`src/rtl/oam_dma_pkg.sv`:
```
// Shared definitions for the OAM DMA engine: default addresses, state
// encoding and a small trigger-decode helper.
package oam_dma_pkg;

    // CPU write address that kicks off a 256-byte sprite copy.
    localparam logic [15:0] DEF_TRIGGER_ADDR  = 16'h4014;
    // Every DMA write lands on this single OAM data port.
    localparam logic [15:0] DEF_OAM_DATA_ADDR = 16'h2004;

    localparam int STATE_W = 2;

    typedef enum logic [STATE_W-1:0] {
        ST_IDLE  = 2'd0,
        ST_ALIGN = 2'd1,
        ST_READ  = 2'd2,
        ST_WRITE = 2'd3
    } state_t;

    // True when the CPU is writing the trigger register this cycle.
    function automatic logic is_trigger(input logic        mw,
                                        input logic [15:0] addr,
                                        input logic [15:0] trig);
        return mw && (addr == trig);
    endfunction

endpackage

```
`src/rtl/oam_dma_if.sv`:
```
// Bus bundle between the CPU, the DMA engine and the system bus.
// The DMA engine sits in the middle: it sees the CPU request and the bus
// read data, and drives the bus request plus the CPU halt.
interface oam_dma_if;

    logic [15:0] cpu_aout;
    logic [7:0]  cpu_dout;
    logic        cpu_mr;
    logic        cpu_mw;
    logic [7:0]  din;
    logic        pause;
    logic [15:0] aout;
    logic [7:0]  dout;
    logic        mr;
    logic        mw;

    // DMA engine side.
    modport slave (
        input  cpu_aout,
        input  cpu_dout,
        input  cpu_mr,
        input  cpu_mw,
        input  din,
        output pause,
        output aout,
        output dout,
        output mr,
        output mw
    );

    // System side: supplies the CPU request and bus data, observes the bus.
    modport master (
        output cpu_aout,
        output cpu_dout,
        output cpu_mr,
        output cpu_mw,
        output din,
        input  pause,
        input  aout,
        input  dout,
        input  mr,
        input  mw
    );

endinterface

```
`src/rtl/oam_dma.sv`:
```
// OAM DMA engine. A CPU write of the page number to TRIGGER_ADDR halts the
// CPU and copies page:00..page:FF to OAM_DATA_ADDR as 256 read/write pairs.
// One or two alignment cycles precede the copy depending on the CPU-cycle
// parity at the trigger. All state advances only on ce; the bus outputs are
// a pure combinational function of the held state and the CPU request.
module oam_dma
    import oam_dma_pkg::*;
#(
    parameter logic [15:0] TRIGGER_ADDR  = DEF_TRIGGER_ADDR,
    parameter logic [15:0] OAM_DATA_ADDR = DEF_OAM_DATA_ADDR
) (
    input  logic      clk,
    input  logic      reset,
    input  logic      ce,
    oam_dma_if.slave  bus
);

    state_t      state_reg, state_next;
    logic        parity_reg, parity_next;
    logic [7:0]  page_reg, page_next;
    logic [7:0]  idx_reg, idx_next;
    logic [7:0]  data_reg, data_next;
    // Set when the trigger landed on an odd cycle: ALIGN then lasts two cycles.
    logic        align_extra_reg, align_extra_next;

    // State register: reset wins over ce; otherwise only ce cycles advance.
    always_ff @(posedge clk) begin
        if (reset) begin
            state_reg       <= ST_IDLE;
            parity_reg      <= 1'b0;
            page_reg        <= 8'h00;
            idx_reg         <= 8'h00;
            data_reg        <= 8'h00;
            align_extra_reg <= 1'b0;
        end else if (ce) begin
            state_reg       <= state_next;
            parity_reg      <= parity_next;
            page_reg        <= page_next;
            idx_reg         <= idx_next;
            data_reg        <= data_next;
            align_extra_reg <= align_extra_next;
        end
    end

    // Next-state logic: sequencing, byte index and read-data capture.
    always_comb begin
        state_next       = state_reg;
        parity_next      = ~parity_reg;
        page_next        = page_reg;
        idx_next         = idx_reg;
        data_next        = data_reg;
        align_extra_next = align_extra_reg;

        case (state_reg)
            ST_IDLE: begin
                // CPU strobes are only decoded here, so a trigger write
                // during a transfer can never restart it.
                if (is_trigger(bus.cpu_mw, bus.cpu_aout, TRIGGER_ADDR)) begin
                    page_next        = bus.cpu_dout;
                    idx_next         = 8'h00;
                    align_extra_next = parity_reg;
                    state_next       = ST_ALIGN;
                end
            end
            ST_ALIGN: begin
                if (align_extra_reg) begin
                    align_extra_next = 1'b0;
                end else begin
                    state_next = ST_READ;
                end
            end
            ST_READ: begin
                data_next  = bus.din;
                state_next = ST_WRITE;
            end
            ST_WRITE: begin
                // The index is only 8 bits, so the source never carries
                // into the page; FF->00 happens exactly at termination.
                idx_next   = idx_reg + 8'h01;
                state_next = (idx_reg == 8'hFF) ? ST_IDLE : ST_READ;
            end
            default: begin
                state_next = ST_IDLE;
            end
        endcase
    end

    // Output logic: pass the CPU through in IDLE, otherwise own the bus.
    always_comb begin
        bus.pause = 1'b0;
        bus.aout  = bus.cpu_aout;
        bus.dout  = bus.cpu_dout;
        bus.mr    = bus.cpu_mr;
        bus.mw    = bus.cpu_mw;

        case (state_reg)
            ST_IDLE: begin
                bus.pause = 1'b0;
            end
            ST_ALIGN: begin
                // Dummy read on whatever address the halted CPU presents.
                bus.pause = 1'b1;
                bus.aout  = bus.cpu_aout;
                bus.mr    = 1'b1;
                bus.mw    = 1'b0;
            end
            ST_READ: begin
                bus.pause = 1'b1;
                bus.aout  = {page_reg, idx_reg};
                bus.dout  = data_reg;
                bus.mr    = 1'b1;
                bus.mw    = 1'b0;
            end
            ST_WRITE: begin
                bus.pause = 1'b1;
                bus.aout  = OAM_DATA_ADDR;
                bus.dout  = data_reg;
                bus.mr    = 1'b0;
                bus.mw    = 1'b1;
            end
            default: begin
                bus.pause = 1'b0;
            end
        endcase
    end

endmodule

```
`src/flat_wrapper.sv`:
```
// flat-port wrapper written by rule: the top's interface ports become plain ports
module oam_dma_flat import oam_dma_pkg::*;
#(
    parameter logic [15:0] TRIGGER_ADDR  = DEF_TRIGGER_ADDR,
    parameter logic [15:0] OAM_DATA_ADDR = DEF_OAM_DATA_ADDR
)
  (clk, reset, ce, bus_cpu_aout, bus_cpu_dout, bus_cpu_mr, bus_cpu_mw, bus_din, bus_pause, bus_aout, bus_dout, bus_mr, bus_mw);
  oam_dma_if bus_i ();
  input  logic clk;
  input  logic reset;
  input  logic ce;
  input wire logic [$bits(bus_i.cpu_aout)-1:0] bus_cpu_aout;
  input wire logic [$bits(bus_i.cpu_dout)-1:0] bus_cpu_dout;
  input wire logic [$bits(bus_i.cpu_mr)-1:0] bus_cpu_mr;
  input wire logic [$bits(bus_i.cpu_mw)-1:0] bus_cpu_mw;
  input wire logic [$bits(bus_i.din)-1:0] bus_din;
  output wire logic [$bits(bus_i.pause)-1:0] bus_pause;
  output wire logic [$bits(bus_i.aout)-1:0] bus_aout;
  output wire logic [$bits(bus_i.dout)-1:0] bus_dout;
  output wire logic [$bits(bus_i.mr)-1:0] bus_mr;
  output wire logic [$bits(bus_i.mw)-1:0] bus_mw;
  assign bus_i.cpu_aout = bus_cpu_aout;
  assign bus_i.cpu_dout = bus_cpu_dout;
  assign bus_i.cpu_mr = bus_cpu_mr;
  assign bus_i.cpu_mw = bus_cpu_mw;
  assign bus_i.din = bus_din;
  assign bus_pause = bus_i.pause;
  assign bus_aout = bus_i.aout;
  assign bus_dout = bus_i.dout;
  assign bus_mr = bus_i.mr;
  assign bus_mw = bus_i.mw;
  oam_dma #(.TRIGGER_ADDR(TRIGGER_ADDR), .OAM_DATA_ADDR(OAM_DATA_ADDR)) u_core (.clk(clk), .reset(reset), .ce(ce), .bus(bus_i));
endmodule
```
`config.mk`:
```
export PLATFORM = sky130hd
export DESIGN_NAME = oam_dma_flat
export DESIGN_NICKNAME = d
export VERILOG_FILES = /design/src/rtl/oam_dma_pkg.sv /design/src/rtl/oam_dma_if.sv /design/src/rtl/oam_dma.sv /design/src/flat_wrapper.sv
export SDC_FILE = /design/constraint.sdc
export NUM_CORES = 1
export LEC_CHECK = 0
export BUFFER_PORTS_ARGS = -buffer_cell sky130_fd_sc_hd__buf_2
export CORE_MARGIN = 2
export CORE_UTILIZATION = 40
export CTS_CLUSTER_DIAMETER = 150
export DETAILED_ROUTE_END_ITERATION = 6
export GPL_TIMING_DRIVEN = 0
export PLACE_DENSITY = 0.68
export SLEW_MARGIN = 10
export SYNTH_ARGS = -nofsm -noshare
export SYNTH_HDL_FRONTEND = slang
export SYNTH_SLANG_ARGS = --single-unit
```
`constraint.sdc`:
```
create_clock -name clk -period 2.5 [get_ports clk]
set_input_delay 0.25 -clock clk [delete_from_list [all_inputs] [get_ports clk]]
set_output_delay 0.25 -clock clk [all_outputs]
set_load 0.02 [all_outputs]
```
Word level (Yosys, flattened, before mapping)
Index checks and enable logic that the tools add are counted.
{ "totals": {"ff_bits": 28, "inputBits": 37, "output_inout_bits": 27, "wordCells": 40} }
{ "op_classes": {"n_addsub": 1, "n_eq_ne": 7, "n_mux": 13, "bitwise_logic": 1, "reduce_logical": 12} }
{ "ops": {"columns": ["operator", "count"], "rows": [
  ["case mux 16 bit (2 select lines)", 1],
  ["equality test 16 x 15 -> 1 bit (second input constant)", 1],
  ["2-to-1 mux 8 bit", 2],
  ["case mux 8 bit (2 select lines)", 1],
  ["AND reduction 3 bit", 4],
  ["adder 8 x 1 -> 8 bit (second input constant)", 1],
  ["equality test 8 bit (second input constant)", 1],
  ["case mux 1 bit (2 select lines)", 4],
  ["case mux 2 bit (4 select lines)", 1],
  ["2-to-1 mux 2 bit", 3],
  ["equality test 2 bit (second input constant)", 2],
  ["nonzero test 2 bit", 2],
  ["OR reduction 2 bit", 2],
  ["OR reduction 3 bit", 1],
  ["equality test 2 x 1 -> 1 bit (second input constant)", 1],
  ["zero test 2 bit", 1],
  ["inequality test 2 x 1 -> 1 bit (second input constant)", 1],
  ["inequality test 2 bit (second input constant)", 1],
  ["AND reduction 2 bit", 1],
  ["logical AND 1 bit", 1],
  ["2-to-1 mux 1 bit", 1],
  ["inverter 1 bit", 1]
]} }

Logic depth before layout (Yosys ltp)
Gate-level depths: netlist (run 1).
{ "logic_depth": {"depth_word": 4, "depth_mapped": 7} }

Worst setup path after synthesis (run 1)
Ideal clock, no wire load.
{ "synth_path": {"path_type": "flip-flop to output port", "start": "register u_core.state_reg[0]", "end": "output port bus_aout[0]", "t_arrival_ns": 1.666, "required_time_ns": 2.250, "setup_slack_ns": 0.584, "stages_incl_launch_ff": 7, "cell_sequence": "dfxtp_1 -> ha_1 -> clkbuf_1 -> inv_1 -> clkbuf_1 -> nand2_1 -> o21ai_0"} }
{ "synth_via": {"elab_chain_len": 2, "elab_cells_between_ends": 3, "classes_between": "eq/ne (2); mux (1)"} }
{ "synth_rtl": {"columns": ["item", "line", "source"], "rows": [
  ["from (decl)", "oam_dma.sv:18", "state_t state_reg, state_next;"],
  ["from (signal assigned)", "oam_dma.sv:36", "state_reg <= state_next;"],
  ["equality test 2 bit", "oam_dma.sv:96", "case (state_reg)"],
  ["case mux 16 bit (2 select lines) *", "oam_dma.sv:96", null],
  ["to (decl)", "flat_wrapper.sv:18", "output wire logic [$bits(bus_i.aout)-1:0] bus_aout;"]
]} }
Mark *: on every way between the ends. The rest lies on a longest branch, timed or not.

Worst setup path in the final report (run 1)
{ "layout_path": {"start": "register u_core.state_reg[0]", "end": "output port bus_dout[6]"} }
{ "layout_via": {"elab_chain_len": 3, "elab_cells_between_ends": 4, "classes_between": "eq/ne (2); mux (1); reduce/logical (1)"} }
{ "layout_rtl": {"columns": ["item", "line", "source"], "rows": [
  ["equality test 2 bit", "oam_dma.sv:96", null],
  ["OR reduction 2 bit (no line) *", null, null],
  ["2-to-1 mux 8 bit *", "oam_dma.sv:96", null],
  ["to (decl)", "flat_wrapper.sv:19", "output wire logic [$bits(bus_i.dout)-1:0] bus_dout;"]
]} }
Marks and branches as above.

==> impl_results.md, run 1 <==
- RePlAce Congestion: 0.916
- Leakage power: 0.940 nW
- Netlist Area Pre-Place: 1650 sq um
- HPWL Detailed: 3600 um
- CTS tree: done
- Vias: 1753
- Drt total wl: 4770 um
- Layout net count: 323
- Die Y: 68.3 um
- Clock transition at path regs: 0.10 ns
- Critical Path Fanout Max: 8
- Power Dens Cells: 411 nW/um^2
- Clock Skews: 0.00182 ns
- Postcts setup bufs: 0
- Slew headroom: 53.9%
- Placeable Area: 4000 sq um
- Vias per cell: 5.33
- Worst Reg-to-Reg Cells: 6
- Die area: 4660 sq um
- Starting density of the core: 41.3%
- Cells after Synth: 213
- Chip width: 68.3 um
- Crit. End Element: output port
- Syn Area/Cell: 7.76 sq um
- Worst Path Arrival: 2.09 ns
- DRC Markers: 0
- Hold-fix buffers, CTS: 0
- Period utilization: 93.4%
- Gr usage total: 21.4%
- Hold EP: u_core.data_reg[7]
- Max cap viols: 0
- Gr ovfl total: 0
- CP Launch Type: flip-flop
- Worst hold path depth: 3
- Io pins: 64
- Max VDD drop: 0.000192 V
- First-pass GRT wire length: 7540 um
- R2r setup slk: 0.60 ns
- Routed Antenna Nets: 0
- Most frequent cells in the layout: buf_2, nand2_1, dfxtp_1
- DRT iter0 DRCs: 134
- Antenna Cells: 0
- RR Endpoint: u_core.idx_reg[6]
- Area grow syn2layout: 26.3%
- Tmin final: 2.34 ns
- Clk buf depth: 2
- Setup violations, final: 0
- Initial antenna violation count: 0
- Skew-Pair Late Insertion Delay: 0.27 ns
- Crit path kind: flip-flop to output port
- Flops & latches, synth: 28
- Yosys cell types: 35
- H-tree depth: 1
- Ranking of synthesized cells by area: dfxtp_1, nand2_1, mux2i_1
- Hold_sp: bus_din[7]
- Measured slew at the worst slew-check pin: 0.692 ns
- Final hold viol count: 0
- RSZ-0062 raised after global routing: no
- Root Driver: clkbuf_8
- Run status: finished clean
- Pin count of the biggest net entering global routing: 20
- Max Slew Vio Count: 0
- Final TNS setup: 0 ns
- CTS buffer count: 3
- Sequential fraction of the synthesis area: 33.9%
- Most common cell after layout, fill and taps aside: buf_2
- CTS sink count: 28
- Share of cells above drive strength 1: 30.1%
- Vias in the first global route: 1544
- Port Buffers: 63
- Drt first pass iters: 4
- Worst path required time: 2.25 ns
- Post-synthesis net count: 256
- R2r startpoint: u_core.state_reg[0]
- Final hold slack: 0.219 ns
- Cell taking the most area after synthesis: dfxtp_1
- F_max: 428 MHz
- Tot Pwr: 0.859 mW
- Top cell type's share of synthesized area: 33.9%
- Synth Warn #: 0
- DR WL/cell: 14.5 um
- Rows: 23
- HP Class: input pin to flip-flop
## worst max path at each step
| stage | startpoint | endpoint | slack, ns | cells after the start |
|---|---|---|---|---|
| 2_1_floorplan | u_core.state_reg[0] | bus_aout[0] | 0.58 | 6 |
| 3_3_place_gp | u_core.state_reg[0] | bus_aout[12] | 0.11 | 8 |
| 3_5_place_dp | u_core.state_reg[0] | bus_aout[12] | 0.12 | 8 |
| 4_1_cts | u_core.state_reg[0] | bus_aout[9] | 0.06 | 7 |
| 5_1_grt | u_core.state_reg[0] | bus_dout[1] | 0.02 | 6 |
| 6_report | u_core.state_reg[0] | bus_dout[6] | 0.16 | 6 |
## what timing repair did
action	4_1_cts	5_1_grt
cloned	0	0
endpoints found under the setup margin	18	17
pin swaps	0	0
resized for setup	2	5
## kinds of logic after synthesis
| kind of cell | share of synthesized area, % |
|---|---|
| xor gates and xnor gates | 0.530 |
| buffers and inverters | 4.84 |
| and+or+nand+nor | 25.4 |
| muxes | 12.8 |
| adders and majority gates | 4.54 |
| DFF | 33.9 |
| AOI/OAI and AO/OA | 17.9 |
## synth_stat cells
library cell   n
nand4b_1       2
dfxtp_1       28
a21oi_1       15
a311oi_1       2
o31ai_1        4
or4b_1         1
a31oi_1        3
o22ai_1        1
and4b_1        1
nand3_1       13
nor4bb_1       1
nand4_1        1
or3_1          2
buf_1          1
nor3_1         1
ha_1           6
clkbuf_1      13
o311ai_0       1
mux2i_1       11
a22oi_2        1
o21ai_0       17
buf_2          1
or4_1          1
nand2_1       43
mux2_2         9
nor2_1        18
or4b_4         1
inv_1          6
a211oi_1       1
o41ai_1        2
a22o_1         1
a211o_1        1
and3_1         2
nor4_4         1
xnor2_1        1
## stage by stage
step / std cells / util, % / area [sq um] / worst slack, ns
3_3_place_gp: 326 / 50.8 / 2030 / 0.106
4_1_cts: 329 / 52.1 / 2090 / 0.0635
5_1_grt: 329 / 52.2 / 2090 / 0.0151
3_5_place_dp: 326 / 50.8 / 2030 / 0.115
2_1_floorplan: 213 / - / 1650 / 0.584
6_report: 329 / 52.2 / 2090 / 0.164
## per-layer routing
| metal | up-vias | share of wire [%] | wire, um | global-route usage (%) |
|---|---|---|---|---|
| met3 | 4 | 9.2 | 437 | 3.62 |
| met4 | 0 | 0.65 | 31 | 4.75 |
| met1 | 781 | 47 | 2240 | 31.7 |
| met5 | - | 0 | 0 | 0 |
| li1 | 885 | - | - | - |
| met2 | 83 | 43 | 2060 | 32.3 |
## report_power, final
| part | internal [mW] | switching [mW] | leakage [nW] |
|---|---|---|---|
| logic | 0.0513 | 0.0735 | 0.685 |
| registers | 0.447 | 0.00124 | 0.226 |
| clock network | 0.141 | 0.144 | 0.0288 |
## cell type report
class	instances	area [sq um]
Tap cell	50	62.6
Sequential cell	28	561
Multi-Input combinational cell	164	1010
Buffer	14	57.6
Clock buffer	4	55.1
Timing Repair Buffer	63	315
Fill cell	400	1910
Inverter	6	22.5
## critical path, stage by stage, from the launching register on
cell      delay [ns]
dfxtp_1         0.41
inv_1           0.10
ha_1            0.20
clkbuf_1        0.15
nor2_2          0.40
mux2_2          0.39
buf_2           0.16
No activity file was read; power rests on OpenSTA's default activity.
==> inputs of run 2 (changes only) <==
--- a/config.mk
+++ b/config.mk
@@ -6,8 +6,10 @@
 export NUM_CORES = 1
 export LEC_CHECK = 0
 export BUFFER_PORTS_ARGS = -buffer_cell sky130_fd_sc_hd__buf_2
+export CAP_MARGIN = 20
 export CORE_MARGIN = 2
 export CORE_UTILIZATION = 40
+export CTS_BUF_LIST = sky130_fd_sc_hd__clkbuf_8
 export CTS_CLUSTER_DIAMETER = 150
 export DETAILED_ROUTE_END_ITERATION = 6
 export GPL_TIMING_DRIVEN = 0
==> constraint.sdc (replaced) <==
create_clock -name clk -period 2.5 [get_ports clk]
set_input_delay 0.125 -clock clk [delete_from_list [all_inputs] [get_ports clk]]
set_output_delay 0.125 -clock clk [all_outputs]
set_load 0.02 [all_outputs]
==> run 2 against run 1 <==
First-iteration DRC count up 40%. Via count down 0.63%. Largest power group unchanged. Sequential cell count unchanged. Largest cell class unchanged.
==> impl_results.md, run 2 (synthesis gave the netlist of run 1 again) <==
- Clock transition at path regs: 0.10 ns (about the same)
- Rows: 23 (unchanged)
- Root Driver: clkbuf_8
- Drt first pass iters: 4 (unchanged)
- Measured slew at the worst slew-check pin: 0.697 ns (+0.00500 ns)
- F_max: 430 MHz (+0.32%)
- Crit. End Element: output port
- DRC Markers: 0 (unchanged)
- RSZ-0062 raised after global routing: yes
- Starting density of the core: 41.3% (unchanged)
- Layout net count: 323 (unchanged)
- CP Capture Point: bus_aout[10]
- Die Y: 68.3 um (unchanged)
- Vias: 1742 (-0.63%)
- Vias in the first global route: 1565 (+1.4%)
- Clk buf depth: 2 (unchanged)
- Most used cell, CP: clkbuf_1
- Slowest CP cell: clkbuf_1
- HP Class: input pin to flip-flop
- Placeable Area: 4000 sq um (unchanged)
- Die area: 4660 sq um (unchanged)
- Max cap viols: 0 (unchanged)
- Postcts setup bufs: 0 (unchanged)
- Slew headroom: 53.5% (-0.33 points)
- CTS sink count: 28 (unchanged)
- Final hold viol count: 0 (unchanged)
- DR WL/cell: 14.4 um (-0.67%)
- H-tree depth: 1 (unchanged)
- Initial antenna violation count: 0 (unchanged)
- Antenna Cells: 0 (unchanged)
- Final TNS setup: 0 ns (unchanged)
- CTS buffer count: 3 (unchanged)
- R2r startpoint: u_core.state_reg[0]
- Io pins: 64 (unchanged)
- Routed Antenna Nets: 0 (unchanged)
- RePlAce Congestion: 0.916 (unchanged)
- Skew-Pair Late Insertion Delay: 0.27 ns (about the same)
- Critical Path Fanout Max: 10 (+2)
- Period utilization: 93.1% (-0.30 points)
- Leakage power: 0.934 nW (-0.63%)
- Clock Skews: 0.00179 ns (-0.0000234 ns)
- Most common cell after layout, fill and taps aside: buf_2
- RR Endpoint: u_core.idx_reg[3]
- Max Slew Vio Count: 0 (unchanged)
- Tmin final: 2.33 ns (-0.00750 ns)
- Max incr delay on CP: 0.44 ns (+0.03 ns)
- Launch point of the worst path: u_core.state_reg[0]
- Pin count of the biggest net entering global routing: 16 (-20%)
- Crit path kind: flip-flop to output port
- Setup violations, final: 0 (unchanged)
- First-pass GRT wire length: 7610 um (+0.91%)
- Power Dens Cells: 411 nW/um^2 (about the same)
- R2r setup slk: 0.53 ns (-0.07 ns)
- Number of gates resized after cts: 1 (-1)
- Drt total wl: 4740 um (-0.67%)
- Gr ovfl total: 0 (unchanged)
- DRT iter0 DRCs: 187 (+40%)
- Max VDD drop: 0.000191 V (-0.35%)
- Most frequent cells in the layout: buf_2, nand2_1, dfxtp_1
- Chip width: 68.3 um (unchanged)
- Worst Reg-to-Reg Cells: 7 (+1)
- Worst path required time: 2.38 ns (+0.13 ns)
- Worst path cell trace: ha_1, clkbuf_1, inv_1, clkbuf_1, nand2_1, o21ai_0, buf_2
- Share of cells above drive strength 1: 29.4% (-0.72 points)
- Final Core Density: 52.1% (-0.063 points)
- Worst Path Arrival: 2.20 ns (+0.11 ns)
- Hold-fix buffers, CTS: 0 (unchanged)
- Run status: finished clean
- Port Buffers: 63 (unchanged)
- Area grow syn2layout: 26.2%
- CP Launch Type: flip-flop
- CTS tree: done
- HPWL Detailed: 3600 um (unchanged)
- Gr usage total: 21.6% (+0.21 points)
- Vias per cell: 5.29 (-0.63%)
==> run 2: layout make-up <==
type	instances	area, sq um
fill	400	1910
buffer	14	55.1
tap	50	62.6
timing repair buffer	63	315
inverter	6	22.5
sequential	28	561
clock buffer	4	55.1
multi-input combinational	164	1010
==> run 2: how the worst min path moves through the flow <==
stage,start,to,slack [ns],cells past startpoint
floorplan,bus_cpu_dout[0],u_core.page_reg[0],0.27,2
global placement,bus_cpu_dout[5],u_core.page_reg[5],0.37,3
detailed placement,bus_cpu_dout[5],u_core.page_reg[5],0.38,3
CTS,bus_din[7],u_core.data_reg[7],0.09,3
global route,bus_cpu_dout[4],u_core.page_reg[4],0.1,3
finish,bus_din[7],u_core.data_reg[7],0.09,3
==> run 2: power breakdown <==
part           internal, mW  switching [mW]
Clock                 0.141           0.143
Combinational        0.0513          0.0733
Sequential            0.447         0.00122
==> run 2: metrics by stage <==
step	power [mW]	worst slack (ns)	hold slack, ns	instances	cell area (sq um)
after global routing	0.891	-0.00566	0.0953	329	2090
after global placement	0.583	0.231	0.374	326	2030
after floorplan	0.521	0.709	0.269	213	1650
after CTS	0.862	0.0799	0.0920	330	2090
final	0.858	0.172	0.0939	329	2090
after detailed placement	0.584	0.240	0.384	326	2030
==> run 2: metal layers <==
metal | part of all wire, % | GRT usage (%)
met5 | 0 | 0
met4 | 0.38 | 4.75
met3 | 9.2 | 3.45
met2 | 44 | 32.9
met1 | 46 | 31.9
==> run 2: worst max-delay path: cells and delay by family (launching register included) <==
family	cells	cell delay [ns]
flip-flops	1	0.36
adder cells (fa/ha/maj)	1	0.21
AO/OA/AOI/OAI	1	0.19
buffers and inverters	4	1.08
AND/OR/NAND/NOR	1	0.09
==> inputs of run 3 (changes only) <==
--- a/config.mk
+++ b/config.mk
@@ -12,7 +12,6 @@
 export CTS_BUF_LIST = sky130_fd_sc_hd__clkbuf_8
 export CTS_CLUSTER_DIAMETER = 150
 export DETAILED_ROUTE_END_ITERATION = 6
-export GPL_TIMING_DRIVEN = 0
 export PLACE_DENSITY = 0.68
 export SLEW_MARGIN = 10
 export SYNTH_ARGS = -nofsm -noshare
==> run 3 against run 2 <==
Design area fell by 0.18%. Sequential power barely moved. Largest cell class unchanged. Setup slack improved by 0.094 ns. Highest routed layer unchanged.
==> impl_results.md, run 3 (synthesis gave the netlist of run 1 again) <==
- Crit path kind: flip-flop to output port
- Worst Path Arrival: 2.11 ns (-0.09 ns)
- CTS sink count: 28 (unchanged)
- DRT iter0 DRCs: 72 (-61%)
- Final Instance Area: 2080 sq um (-0.18%)
- Io pins: 64 (unchanged)
- CP Launch Type: flip-flop
- Die Y: 68.3 um (unchanged)
- Die area: 4660 sq um (unchanged)
- Skew-Pair Late Insertion Delay: 0.28 ns (about the same)
- Final hold viol count: 0 (unchanged)
- Crit. End Element: output port
- Non-filler cells, final: 320 (-2.7%)
- CP top delay family: buffers and inverters
- RSZ-0062 raised after global routing: no
- Area grow syn2layout: 26.0%
- Worst path depth: 6 (-1)
- Slew headroom: 61.3% (+7.8 points)
- Gr ovfl total: 0 (unchanged)
- Worst Reg-to-Reg Cells: 5 (-2)
- Drt total wl: 4400 um (-7.1%)
- Root Driver: clkbuf_8
- Final TNS setup: 0 ns (unchanged)
- Worst path cell trace: ha_1, inv_1, buf_4, nand2_1, o21ai_0, buf_2
- Measured slew at the worst slew-check pin: 0.580 ns (-0.117 ns)
- Period utilization: 89.3% (-3.8 points)
- Port Buffers: 63 (unchanged)
- Rows: 23 (unchanged)
- Leakage power: 0.938 nW (+0.46%)
- Vias in the first global route: 1442 (-7.9%)
- H-tree depth: 1 (unchanged)
- Max Slew Vio Count: 0 (unchanged)
- Hold-fix buffers, CTS: 0 (unchanged)
- HP Class: input pin to flip-flop
- Postcts setup bufs: 0 (unchanged)
- Power Dens Cells: 448 nW/um^2 (+9.0%)
- First-pass GRT wire length: 6900 um (-9.3%)
- Placed cell area: 2010 sq um (-0.99%)
- CTS buffer count: 3 (unchanged)
- Pin count of the biggest net entering global routing: 42 (+26)
- Most frequent cells in the layout: buf_2, nand2_1, dfxtp_1
- Gr usage total: 19.6% (-2.0 points)
- F_max: 448 MHz (+4.2%)
- Clock transition at path regs: 0.10 ns (about the same)
- Max incr delay on CP: 0.44 ns (about the same)
- Starting density of the core: 41.3% (unchanged)
- Vias per cell: 5.33 (+0.75%)
- Clock Skews: 0.00590 ns (+0.00411 ns)
- CTS tree: done
- Antenna Cells: 0 (unchanged)
- Tot Pwr: 0.933 mW (+8.8%)
- Setup violations, final: 0 (unchanged)
- Tmin final: 2.23 ns (-0.0945 ns)
- DRC Markers: 0 (unchanged)
- Most common cell after layout, fill and taps aside: buf_2
- Share of cells above drive strength 1: 31.1% (+1.7 points)
- Critical Path Fanout Max: 17 (+7)
- Placeable Area: 4000 sq um (unchanged)
- HPWL Detailed: 3280 um (-8.7%)
- Max VDD drop: 0.000346 V (+81%)
- Routed Antenna Nets: 0 (unchanged)
- Worst hold path depth: 3 (unchanged)
- Drt first pass iters: 4 (unchanged)
- Number of gates resized after cts: 0 (-1)
- DR WL/cell: 13.8 um (-4.4%)
- Chip width: 68.3 um (unchanged)
- Initial antenna violation count: 0 (unchanged)
- Run status: finished clean
- Pre-CTS setup slack: 0.472 ns (+0.232 ns)
- Worst path required time: 2.38 ns (about the same)
- Worst Path Buf+Inv: 3 (-1)
- Max cap viols: 0 (unchanged)
- RePlAce Congestion: 0.871 (-5.0%)
- Vias: 1707 (-2.0%)
- Slowest CP cell: inv_1
- Placed cell count: 316 (-3.1%)
- Clk buf depth: 2 (unchanged)
- Final WS setup: 0.266 ns (+0.0945 ns)
- Layout net count: 314 (-2.8%)
- Fillers: 426 (+6.5%)
## run 3: final cells by class
| cell class | instances | area, sq um | share of cell area (%) |
|---|---|---|---|
| multi-input combinational | 164 | 1010 | 48.6 |
| sequential | 28 | 561 | 26.9 |
| timing repair buffer | 68 | 353 | 16.9 |
| tap | 50 | 62.6 | 3.00 |
| clock buffer | 3 | 41.3 | 1.98 |
| clock inverter | 1 | 30.0 | 1.44 |
| inverter | 6 | 22.5 | 1.08 |
## run 3: worst paths after layout
kind	startpoint	to	slack, ns
setup / recovery	u_core.state_reg[0]	bus_aout[1]	0.27
hold / removal	bus_cpu_dout[4]	u_core.page_reg[4]	0.09
setup reg to reg	u_core.state_reg[0]	u_core.idx_reg[0]	0.53
hold reg to reg	u_core.data_reg[6]	u_core.data_reg[6]	0.46
## run 3: worst register-to-register path, cell delays in order, from the launching register on
cell     delay [ns]
dfxtp_1        0.43
ha_1           0.39
inv_1          0.33
buf_4          0.27
or3_1          0.34
a21oi_1        0.14
## run 3: power breakdown
group	switching, mW	internal (mW)	total (mW)	leakage [nW]
Sequential	0.00124	0.447	0.449	0.226
Combinational	0.0725	0.0511	0.124	0.677
Clock	0.146	0.215	0.361	0.0357
## run 3: stage by stage
step           hold WS (ns)  utilization, %
5_1_grt              0.0789            52.0
3_5_place_dp          0.386            50.3
2_1_floorplan         0.269               -
3_3_place_gp          0.378            50.3
4_1_cts              0.0889            52.0
6_report             0.0923            52.0
## run 3: metal layers
metal	share of wire (%)	up-vias	GRT usage, %	routed length [um]
met3	7.2	4	4.28	316
met4	0.66	0	3.75	29
li1	-	864	-	-
met5	0	-	0	0
met1	47	772	27.0	2080
met2	45	67	31.7	1980
